===== config.mk =====
export PLATFORM = sky130hd
export DESIGN_NAME = bias_act_quant
export DESIGN_NICKNAME = d
export VERILOG_FILES = /design/src/rtl/bias_act_quant.sv
export SDC_FILE = /design/constraint.sdc
export NUM_CORES = 1
export LEC_CHECK = 0
export CAP_MARGIN = 30
export CELL_PAD_IN_SITES_DETAIL_PLACEMENT = 0
export CELL_PAD_IN_SITES_GLOBAL_PLACEMENT = 1
export CORE_UTILIZATION = 45
export DETAILED_ROUTE_END_ITERATION = 8
export GPL_ROUTABILITY_DRIVEN = 0
export GPL_TIMING_DRIVEN = 1
export PLACE_DENSITY_LB_ADDON = 0.1
export SYNTH_ARGS = -nofsm -noshare
export SYNTH_HDL_FRONTEND = slang
export SYNTH_SLANG_ARGS = --single-unit
export TNS_END_PERCENT = 100

===== constraint.sdc =====
create_clock -name clk -period 12.45 [get_ports clk]
set_clock_uncertainty 0.1 [all_clocks]
set_input_delay 1.245 -clock clk [delete_from_list [all_inputs] [get_ports clk]]
set_output_delay 1.245 -clock clk [all_outputs]
set_load 0.03 [all_outputs]

===== src/rtl/bias_act_quant.sv =====
// Bias-add, ReLU and requantization stage that streams one vector out element by element.
// Define LEAKY_RELU_EN to replace ReLU with a leaky ReLU (negative sums scaled by 1/8).
module bias_act_quant #(
    parameter int ROWS      = 6,
    parameter int ACC_WIDTH = 16,
    parameter int OUT_WIDTH = 8,
    parameter int SHIFT     = 4
) (
    input  logic                       clk,
    input  logic                       reset,
    input  logic                       in_valid,
    output logic                       in_ready,
    input  logic [ROWS*ACC_WIDTH-1:0]  in_vector,
    input  logic [ROWS*ACC_WIDTH-1:0]  bias,
    output logic                       out_valid,
    input  logic                       out_ready,
    output logic [OUT_WIDTH-1:0]       out_data,
    output logic [$clog2(ROWS)-1:0]    out_index,
    output logic                       out_last,
    output logic                       sat_flag
);
    localparam int IDX_W = $clog2(ROWS);
    localparam int SW    = ACC_WIDTH + 2;
    localparam int RND   = (SHIFT > 0) ? (1 << ((SHIFT > 0) ? SHIFT - 1 : 0)) : 0;
    localparam logic signed [SW-1:0] RND_S   = SW'(RND);
    localparam logic signed [SW-1:0] OUT_MAX = SW'((1 << (OUT_WIDTH - 1)) - 1);
    localparam logic signed [SW-1:0] OUT_MIN = SW'(-(1 << (OUT_WIDTH - 1)));

    localparam logic [0:0] S_IDLE   = 1'b0;
    localparam logic [0:0] S_STREAM = 1'b1;

    // Returns {saturated, quantized element} for one accumulator/bias pair.
    function automatic logic [OUT_WIDTH:0] quant(input logic [ACC_WIDTH-1:0] x,
                                                 input logic [ACC_WIDTH-1:0] b);
        logic signed [ACC_WIDTH:0] s;
        logic signed [SW-1:0]      r;
        logic                      sat;
        logic [OUT_WIDTH-1:0]      y;
        s = signed'({x[ACC_WIDTH-1], x}) + signed'({b[ACC_WIDTH-1], b});
        if (s[ACC_WIDTH]) begin
`ifdef LEAKY_RELU_EN
            s = s >>> 3;
`else
            s = '0;
`endif
        end
        r = signed'({s[ACC_WIDTH], s}) + RND_S;
        r = r >>> SHIFT;
        if (r > OUT_MAX) begin
            y   = OUT_MAX[OUT_WIDTH-1:0];
            sat = 1'b1;
        end else if (r < OUT_MIN) begin
            y   = OUT_MIN[OUT_WIDTH-1:0];
            sat = 1'b1;
        end else begin
            y   = r[OUT_WIDTH-1:0];
            sat = 1'b0;
        end
        return {sat, y};
    endfunction

    logic [0:0]                state_q, state_d;
    logic [ROWS*ACC_WIDTH-1:0] acc_q, acc_d;
    logic [ROWS*ACC_WIDTH-1:0] bias_q, bias_d;
    logic                      out_valid_q, out_valid_d;
    logic [OUT_WIDTH-1:0]      out_data_q, out_data_d;
    logic [IDX_W-1:0]          out_index_q, out_index_d;
    logic                      out_last_q, out_last_d;
    logic                      sat_q, sat_d;

    logic [IDX_W-1:0]          nxt_idx;
    logic [OUT_WIDTH:0]        q_first;
    logic [OUT_WIDTH:0]        q_next;

    // Element 0 comes straight from the inputs so it is ready on the capture edge.
    assign nxt_idx = out_index_q + 1'b1;
    assign q_first = quant(in_vector[0 +: ACC_WIDTH], bias[0 +: ACC_WIDTH]);
    assign q_next  = quant(acc_q[nxt_idx*ACC_WIDTH +: ACC_WIDTH],
                           bias_q[nxt_idx*ACC_WIDTH +: ACC_WIDTH]);

    // NOTE: every always_comb output gets a default first so no latch is inferred.
    always_comb begin
        state_d     = state_q;
        acc_d       = acc_q;
        bias_d      = bias_q;
        out_valid_d = out_valid_q;
        out_data_d  = out_data_q;
        out_index_d = out_index_q;
        out_last_d  = out_last_q;
        sat_d       = sat_q;
        case (state_q)
            S_IDLE: begin
                if (in_valid) begin
                    acc_d       = in_vector;
                    bias_d      = bias;
                    out_valid_d = 1'b1;
                    out_data_d  = q_first[OUT_WIDTH-1:0];
                    out_index_d = '0;
                    out_last_d  = (ROWS == 1);
                    sat_d       = q_first[OUT_WIDTH];
                    state_d     = S_STREAM;
                end
            end
            default: begin
                if (out_valid_q && out_ready) begin
                    if (out_last_q) begin
                        out_valid_d = 1'b0;
                        out_last_d  = 1'b0;
                        state_d     = S_IDLE;
                    end else begin
                        out_data_d  = q_next[OUT_WIDTH-1:0];
                        out_index_d = nxt_idx;
                        out_last_d  = (nxt_idx == IDX_W'(ROWS - 1));
                        sat_d       = sat_q | q_next[OUT_WIDTH];
                    end
                end
            end
        endcase
    end

    // NOTE: sequential state uses non-blocking assignments so all flops update together.
    always_ff @(posedge clk or negedge reset) begin
        if (!reset) begin
            state_q     <= S_IDLE;
            out_valid_q <= 1'b0;
            out_data_q  <= '0;
            out_index_q <= '0;
            out_last_q  <= 1'b0;
            sat_q       <= 1'b0;
        end else begin
            state_q     <= state_d;
            out_valid_q <= out_valid_d;
            out_data_q  <= out_data_d;
            out_index_q <= out_index_d;
            out_last_q  <= out_last_d;
            sat_q       <= sat_d;
        end
    end

    // NOTE: the captured vector needs no reset; it is only read after a fresh capture.
    always_ff @(posedge clk) begin
        acc_q  <= acc_d;
        bias_q <= bias_d;
    end

    assign in_ready  = (state_q == S_IDLE);
    assign out_valid = out_valid_q;
    assign out_data  = out_data_q;
    assign out_index = out_index_q;
    assign out_last  = out_last_q;
    assign sat_flag  = sat_q;

endmodule


==> metrics.csv, run 1 <==
metric,value,unit
"Top FF cell, synth",edfxtp_1,
CTS Buffer Depth,3,
Post-Synthesis Cells,817,
Cell Int Power,2130,µW
Yosys cell types,73,
Die Ht,156,µm
ratio of cells with drive above 1 in the final layout,9.06,%
initial antenna violation count,1,
Synth Area in XOR/XNOR,2.53,%
placed cell area,13100,µm²
Tot Pwr,3810,µW
final wirelength,27.1,mm
post_cts resized,0,
Clock transition at path regs,0.06,ns
leakage power,0.00482,µW
H-Tree Level Count,1,
warnings from Yosys,0,
multi-input logic area,4320,µm²
I/O pin cnt,211,
Slew @ Worst Pin,0.835,ns
Mapped Area,10700,µm²
RSZ-0062 raised after global routing,false,
"Largest delay share family, worst path",simple AND/OR/NAND/NOR gates,
main combinational cell family by area after synthesis,compound AO/OA/AOI/OAI gates,
proportion of synthesized area in mux cells,9.89,%
DRT Pass-1 Iters,4,
initial drt markers,567,
area grow syn2layout,29.7,%
hpwl dp,20.3,mm
Critical-path top delay cell,dfrtp_4,
vias in the first global route,7510,
Setup TNS Final,0,ns
Port-buffer cells,210,
syn_nets,1047,
layout net count,1250,
FF-to-FF Start,out_index[0],
"most common cell after layout, fill and taps aside",clkdlybuf4s50_1,
storage element area,6140,µm²
Switch Pwr,1680,µW
critical path data required time,12.74,ns
fmax,157,MHz
combinational share of power,59.8,%
CTS tree,built,
outcome,finished clean,
min Tclk post-route,6.36,ns
Seq cells post-synth,207,
"Largest stage delay, worst path",0.83,ns
die width,156,µm
Initial Utilization,46.6,%
simple-gate share of the synthesized area,10.3,%
Std-Cell Rows,55,
"Seq/Total Area, Yosys",57.5,%
Worst Path Arrival,6.65,ns
hold path start,out_data[7],
CTS buffer count,23,
number of remaining DRC errors,0,
VDD IR-drop max,0.000163,V
GR Overflow Total,0,
peak fanout along the critical path,67,
fin area,13800,µm²
largest net degree at the start of global routing,113,
post-CTS setup buffers,0,
DIE AREA,24300,µm²
antenna-violating nets left,0,
async set or reset register ratio after synthesis,7.25,%
CP bufs+invs,3,
Syn Area/Cell,13.1,µm²
max_cap viols,0,
crit path launch type,flip-flop,
first-pass GRT wire length,41.8,mm
clock share of power,17.5,%
Crit. End Element,flip-flop,
Cell Pwr Density,275,nW/µm²
clk sinks,207,
number of fill cells,1863,
setup violators final,0,
highest-count cells in the layout ignoring fill and taps,"210 x clkdlybuf4s50_1, 192 x edfxtp_1, 70 x nand2_1",
routed wire length per instance,20.1,µm
GRT Util Overall,22.7,%
normalized max-slew margin,43.9,%
sw frac,44.2,%
via count,7560,
critical setup path kind,flip-flop to flip-flop,
Post-synth EDFFs,192,
Worst-Skew Late Latency,0.53,ns
Pins Over Slew Limit,0,
cts hold-fix bufs,0,
Post-Synth Adder-Cell Area,3.99,%
Worst setup startpoint,out_index[0],
DR vias/cell,5.60,
sequential power share,22.7,%
Final Hold Vio Count,0,
crit share post-route,51.1,%
clock root cell,clkbuf_16,
Synth Area in Compound Gates,13.7,%
"Critical Path, Cell by Cell","inv_1, ha_2, buf_4, mux4_2, nand2_1, o31ai_1, ha_1, nand2_1, a2111oi_1, nor3_1, o21ai_0, a31oi_1, buf_4, nor2_1, ha_1, o211ai_2, or2_1, nor4_2, o22ai_1, nor3_4, a21oi_1",
core area,22900,µm²
Hold Path Class,flip-flop to flip-flop,
[metrics by stage]
stage,setup WS [ns],hold slack [ns],cells,utilization [%]
after global placement,6.16,0.370,1307,57.1
after global routing,5.54,0.399,1351,60.4
after CTS,5.99,0.384,1349,60.3
after floorplan,5.34,0.339,817,-
after detailed placement,6.03,0.371,1307,57.1
final,6.09,0.382,1351,60.4
[metal layers]
layer	global-route usage, %	wire, µm
met1	32.7	12400
met2	36.6	12800
met3	3.14	1320
met4	4.81	533
met5	0	0
[cells in the mapped netlist (6+ instances only)]
library cell  number  area, µm²
a211o_1            8       70.1
a211oi_1          12       90.1
a21o_1             9       67.6
a21oi_1           37        185
a31oi_1            7       43.8
and2_1             7       43.8
and3_1             6       37.5
clkbuf_1          30        113
dfrtp_1           15        375
edfxtp_1         192       5770
ha_1              34        425
inv_1             18       67.6
mux2i_1           38        380
mux4_2            30        676
nand2_1           70        263
nand2b_1           6       37.5
nand3_1           13       65.1
nand4_1            6       37.5
nor2_1            39        146
nor3_1            25        125
o211ai_1          12       90.1
o21a_1            11       82.6
o21ai_0           27        135
o31ai_1           31        233
or3_1              6       37.5
xnor2_1           12        105
xor2_1            17        149
[sequential cells by signal (all words and copies together), names as in the netlist]
name	flops
out_last	1
out_valid	1
bias_q	96
out_index	3
state_q	1
acc_q	96
sat_flag	1
out_data	8
[power by group through the flow]
stage | clock network [µW] | registers, µW | logic [µW]
after global placement | 0 | 878 | 2260
final | 666 | 865 | 2280
after global routing | 705 | 874 | 2500
after CTS | 681 | 868 | 2260
after detailed placement | 0 | 881 | 2250
after floorplan | 0 | 894 | 1680
[cell type report]
cell class	count	area share (%)
clock inverter	8	0.660
antenna	1	0.0181
timing repair buffer	216	15.6
multi-input combinational	554	31.2
sequential	207	44.4
clock buffer	34	4.74
tap	313	2.83
inverter	18	0.542
[path summary, 6_finish.rpt]
path,slack [ns],cells past startpoint,to
worst max-delay path,6.09,21,out_data[5]
worst min-delay path,0.38,1,out_data[7]
worst max register to register,6.09,21,out_data[5]
worst min register to register,0.38,1,out_data[7]
max in group asynchronous,10.68,1,out_index[0]
min in group asynchronous,1.04,1,out_index[0]
[kinds of logic after synthesis]
kind of cell,after synthesis
xor gates and xnor gates,30
buffers and inverters,56
AOI/OAI and AO/OA,206
adders and majority gates,34
and+or+nand+nor,216
DFF,207
muxes,68
Power figures use the tool's default switching activity.
==> run 2, diff against run 1 <==
--- a/config.mk
+++ b/config.mk
@@ -8,7 +8,7 @@
 export CAP_MARGIN = 30
 export CELL_PAD_IN_SITES_DETAIL_PLACEMENT = 0
 export CELL_PAD_IN_SITES_GLOBAL_PLACEMENT = 1
-export CORE_UTILIZATION = 45
+export CORE_UTILIZATION = 38
 export DETAILED_ROUTE_END_ITERATION = 8
 export GPL_ROUTABILITY_DRIVEN = 0
 export GPL_TIMING_DRIVEN = 1
==> constraint.sdc (replaced) <==
create_clock -name clk -period 5.3 [get_ports clk]
set_clock_uncertainty 0.1 [all_clocks]
set_input_delay 0.53 -clock clk [delete_from_list [all_inputs] [get_ports clk]]
set_output_delay 0.53 -clock clk [all_outputs]
set_load 0.03 [all_outputs]
==> metrics.csv, run 2 (synthesis results as in run 1) <==
metric,value,unit
Tot Pwr,9900,µW
hpwl dp,22.0,mm
area grow syn2layout,35.1,%
final wirelength,28.6,mm
CTS Buffer Depth,3,
Slew @ Worst Pin,0.825,ns
antenna-violating nets left,0,
"Largest delay share family, worst path",simple AND/OR/NAND/NOR gates,
leakage power,0.00504,µW
Die Ht,170,µm
placed cell area,13600,µm²
Port-buffer cells,210,
critical setup path kind,flip-flop to flip-flop,
largest net degree at the start of global routing,89,
RSZ-0062 raised after global routing,false,
Critical-path top delay cell,dfrtp_4,
setup violators final,0,
DRT Pass-1 Iters,5,
fmax,200,MHz
CP bufs+invs,4,
initial drt markers,590,
DIE AREA,28800,µm²
VDD IR-drop max,0.000444,V
Worst setup startpoint,out_index[0],
pre-CTS WS,-0.0600,ns
first-pass GRT wire length,43.2,mm
clock root cell,clkbuf_16,
"most common cell after layout, fill and taps aside",clkdlybuf4s50_1,
DR vias/cell,5.31,
Crit. End Element,flip-flop,
Clock transition at path regs,0.06,ns
crit share post-route,94.2,%
peak fanout along the critical path,11,
fin area,14400,µm²
"Critical Path, Cell by Cell","inv_1, ha_4, buf_4, mux4_2, nand2_1, o31ai_1, ha_1, buf_4, a221o_1, a211o_1, or4_4, a21boi_2, o211ai_2, or2_1, nor4_2, o22ai_1, nor3_4, buf_12, o211ai_1",
highest-count cells in the layout ignoring fill and taps,"210 x clkdlybuf4s50_1, 192 x edfxtp_1, 69 x nand2_1",
CTS tree,built,
routed wire length per instance,19.8,µm
Worst Path Arrival,5.29,ns
number of remaining DRC errors,0,
core area,27300,µm²
vias in the first global route,7783,
GRT Util Overall,19.8,%
clk sinks,207,
via count,7673,
Initial Utilization,39.2,%
Final Util,52.9,%
Pins Over Slew Limit,0,
GR Overflow Total,0,
I/O pin cnt,211,
"Largest stage delay, worst path",0.47,ns
Hold Path Class,input port to asynchronous set/reset pin,
Worst-Skew Late Latency,0.54,ns
Setup TNS Final,0,ns
normalized max-slew margin,44.8,%
final worst slack,0.305,ns
Std-Cell Rows,60,
die width,170,µm
min Tclk post-route,4.99,ns
FF-to-FF Start,out_index[0],
layout net count,1284,
initial antenna violation count,1,
max_cap viols,0,
most frequent cell on the critical path,buf_4,
H-Tree Level Count,1,
Cell Pwr Density,686,nW/µm²
crit path launch type,flip-flop,
Final Hold Vio Count,0,
critical path data required time,5.60,ns
cts hold-fix bufs,0,
outcome,finished clean,
CTS buffer count,24,
ratio of cells with drive above 1 in the final layout,13.0,%
run 2: cell types whose count changed in the layout (fill, tap and decap cells not counted), sizes merged:
cell	change
clkbuf	-1
clkinv	+1
clkinvlp	+2
bufinv	+1
inv	-1
buf	+32
run 2: per-layer routing:
layer | GRT usage, % | wire length (µm)
met1 | 26.8 | 12700
met4 | 5.05 | 603
met5 | 0 | 0
met2 | 33.2 | 14100
met3 | 2.94 | 1220
run 2: worst register-to-register path: stages, from the launching register on:
cell      delay [ns]
dfrtp_4         0.47
inv_1           0.09
ha_4            0.37
buf_4           0.24
mux4_2          0.35
nand2_1         0.10
o31ai_1         0.08
ha_1            0.30
buf_4           0.18
a221o_1         0.32
a211o_1         0.27
or4_4           0.43
a21boi_2        0.23
o211ai_2        0.18
or2_1           0.32
nor4_2          0.25
o22ai_1         0.14
nor3_4          0.22
buf_12          0.15
o211ai_1        0.08
run 2: layout make-up:
| class | instances | area [µm²] |
|---|---|---|
| diodes | 1 | 2.50 |
| clock buffers | 32 | 641 |
| clock inverters | 11 | 141 |
| fillers | 2274 | 12800 |
| inverters | 18 | 71.3 |
| multi-input cells | 554 | 4440 |
| flip-flops and latches | 207 | 6140 |
| well taps | 372 | 465 |
| repair buffers | 249 | 2510 |
run 2: power by group:
group / switching (µW) / internal [µW]
registers: 71.0 / 1930
logic: 3620 / 2650
clock network: 669 / 957
total: 4360 / 5530
run 2: path summary, 6_finish.rpt:
| kind | to | slack (ns) | cells after the start |
|---|---|---|---|
| worst max-delay path | out_data[6] | 0.31 | 19 |
| worst min-delay path | out_data[7] | 0.35 | 1 |
| worst max register to register | out_data[6] | 0.31 | 19 |
| worst min register to register | out_data[7] | 0.38 | 1 |
| max in group asynchronous | out_index[0] | 4.19 | 1 |
| min in group clk | out_data[7] | 0.38 | 1 |
run 2: repair_timing:
item | 4_1_cts | 5_1_grt
buffers inserted | 0 | 2
gates resized for setup | 0 | 4
endpoints found under the hold margin | 0 | 0
endpoints found under the setup margin | 0 | 8
run 2: stage by stage:
stage               std cells  hold slack (ns)
floorplan                 817            0.134
global placement         1396            0.369
detailed placement       1397            0.371
CTS                      1440            0.361
global route             1444            0.400
finish                   1444            0.347
==> run 3, diff against run 2 <==
--- a/config.mk
+++ b/config.mk
@@ -13,6 +13,7 @@
 export GPL_ROUTABILITY_DRIVEN = 0
 export GPL_TIMING_DRIVEN = 1
 export PLACE_DENSITY_LB_ADDON = 0.1
+export REMOVE_ABC_BUFFERS = 1
 export SYNTH_ARGS = -nofsm -noshare
 export SYNTH_HDL_FRONTEND = slang
 export SYNTH_SLANG_ARGS = --single-unit
==> metrics.csv, run 3 (synthesis results as in run 1) <==
metric,value,unit
area grow syn2layout,34.2,%
GRT Util Overall,18.5,%
CTS Buffer Depth,3,
critical path data required time,5.60,ns
Pins Over Slew Limit,0,
Hold Path Class,input port to asynchronous set/reset pin,
Worst Path Arrival,5.22,ns
final worst slack,0.386,ns
antenna-violating nets left,0,
critical setup path kind,flip-flop to flip-flop,
Std-Cell Rows,60,
Worst-Skew Late Latency,0.52,ns
DRT Pass-1 Iters,5,
GR Overflow Total,0,
number of remaining DRC errors,0,
largest net degree at the start of global routing,105,
H-Tree Level Count,1,
clock root cell,clkbuf_16,
outcome,finished clean,
DR vias/cell,5.24,
Clock transition at path regs,0.07,ns
I/O pin cnt,211,
placed cell area,13500,µm²
clk sinks,207,
Tot Pwr,9690,µW
min Tclk post-route,4.91,ns
normalized max-slew margin,36.5,%
die width,170,µm
layout net count,1288,
final wirelength,26.6,mm
leakage power,0.00505,µW
fmax,204,MHz
Crit. End Element,flip-flop,
Slew @ Worst Pin,0.945,ns
peak fanout along the critical path,14,
vias in the first global route,7634,
routed wire length per instance,18.3,µm
Port-buffer cells,210,
initial drt markers,472,
CTS tree,built,
Ant. Diodes,0,
crit share post-route,92.7,%
highest-count cells in the layout ignoring fill and taps,"210 x clkdlybuf4s50_1, 192 x edfxtp_1, 70 x nand2_1",
Cell Pwr Density,677,nW/µm²
DIE AREA,28800,µm²
max_cap viols,0,
ratio of cells with drive above 1 in the final layout,12.4,%
cts hold-fix bufs,0,
Initial Utilization,39.2,%
fin area,14300,µm²
crit path launch type,flip-flop,
Setup TNS Final,0,ns
Final Hold Vio Count,0,
first-pass GRT wire length,41.3,mm
hpwl dp,20.1,mm
VDD IR-drop max,0.000418,V
setup violators final,0,
pre-CTS WS,-0.110,ns
CTS buffer count,24,
initial antenna violation count,0,
"most common cell after layout, fill and taps aside",clkdlybuf4s50_1,
via count,7591,
core area,27300,µm²
Die Ht,170,µm
-- run 3: path summary, 6_finish.rpt --
| kind | from | endpoint | slack [ns] | cells past startpoint |
|---|---|---|---|---|
| max reg2reg | out_index[0] | out_data[6] | 0.39 | 19 |
| max | out_index[0] | out_data[6] | 0.39 | 19 |
| min reg2reg | out_data[7] | out_data[7] | 0.39 | 1 |
| min | reset | out_data[4] | 0.34 | 1 |
| max in group asynchronous | reset | out_index[0] | 4.23 | 1 |
| min in group clk | out_data[7] | out_data[7] | 0.39 | 1 |
-- run 3: stage by stage --
step                util [%]  instances  hold slack, ns
finish                  52.6       1448           0.336
global route            52.6       1448           0.371
CTS                     52.4       1447           0.333
detailed placement      49.6       1403           0.379
global placement        49.6       1403           0.370
floorplan                  -        779           0.134
-- run 3: final cells by class --
class,count,area (µm²)
Clock inverter,16,161
Tap cell,372,465
Sequential cell,207,6140
Inverter,18,75.1
Multi-Input combinational cell,554,4350
Timing Repair Buffer,253,2510
Fill cell,2347,12900
Clock buffer,28,616
-- run 3: critical path, stage by stage, from the launching register on --
cell and delay, ns:
dfrtp_4 0.45, inv_1 0.08, ha_4 0.38, buf_12 0.17, buf_4 0.16, mux4_2 0.28
nand2_1 0.08, o31ai_1 0.07, ha_1 0.43, and2_1 0.23, and4_1 0.38, o2111ai_1 0.28
a2bb2oi_1 0.24, xor2_1 0.22, nor3_1 0.42, o2111a_1 0.27, o22ai_2 0.09, nor3_4 0.21
buf_12 0.15, o211ai_1 0.07
-- run 3: repair_timing --
item,in CTS,in global routing
buffers inserted,0,1
resized for setup,0,4
setup endpoints to repair,0,8
-- run 3: metal layers --
layer  GRT usage [%]  routed length, µm  share of wire, %
met5               0                  0                 0
met4            4.94                628               2.4
met3            3.43               1520               5.7
met2            30.9              12700                48
met1            24.8              11700                44
-- run 3: power by group --
part           switching, µW  internal (µW)
Combinational           3430           2650
Clock                    644            976
Sequential              58.4           1930
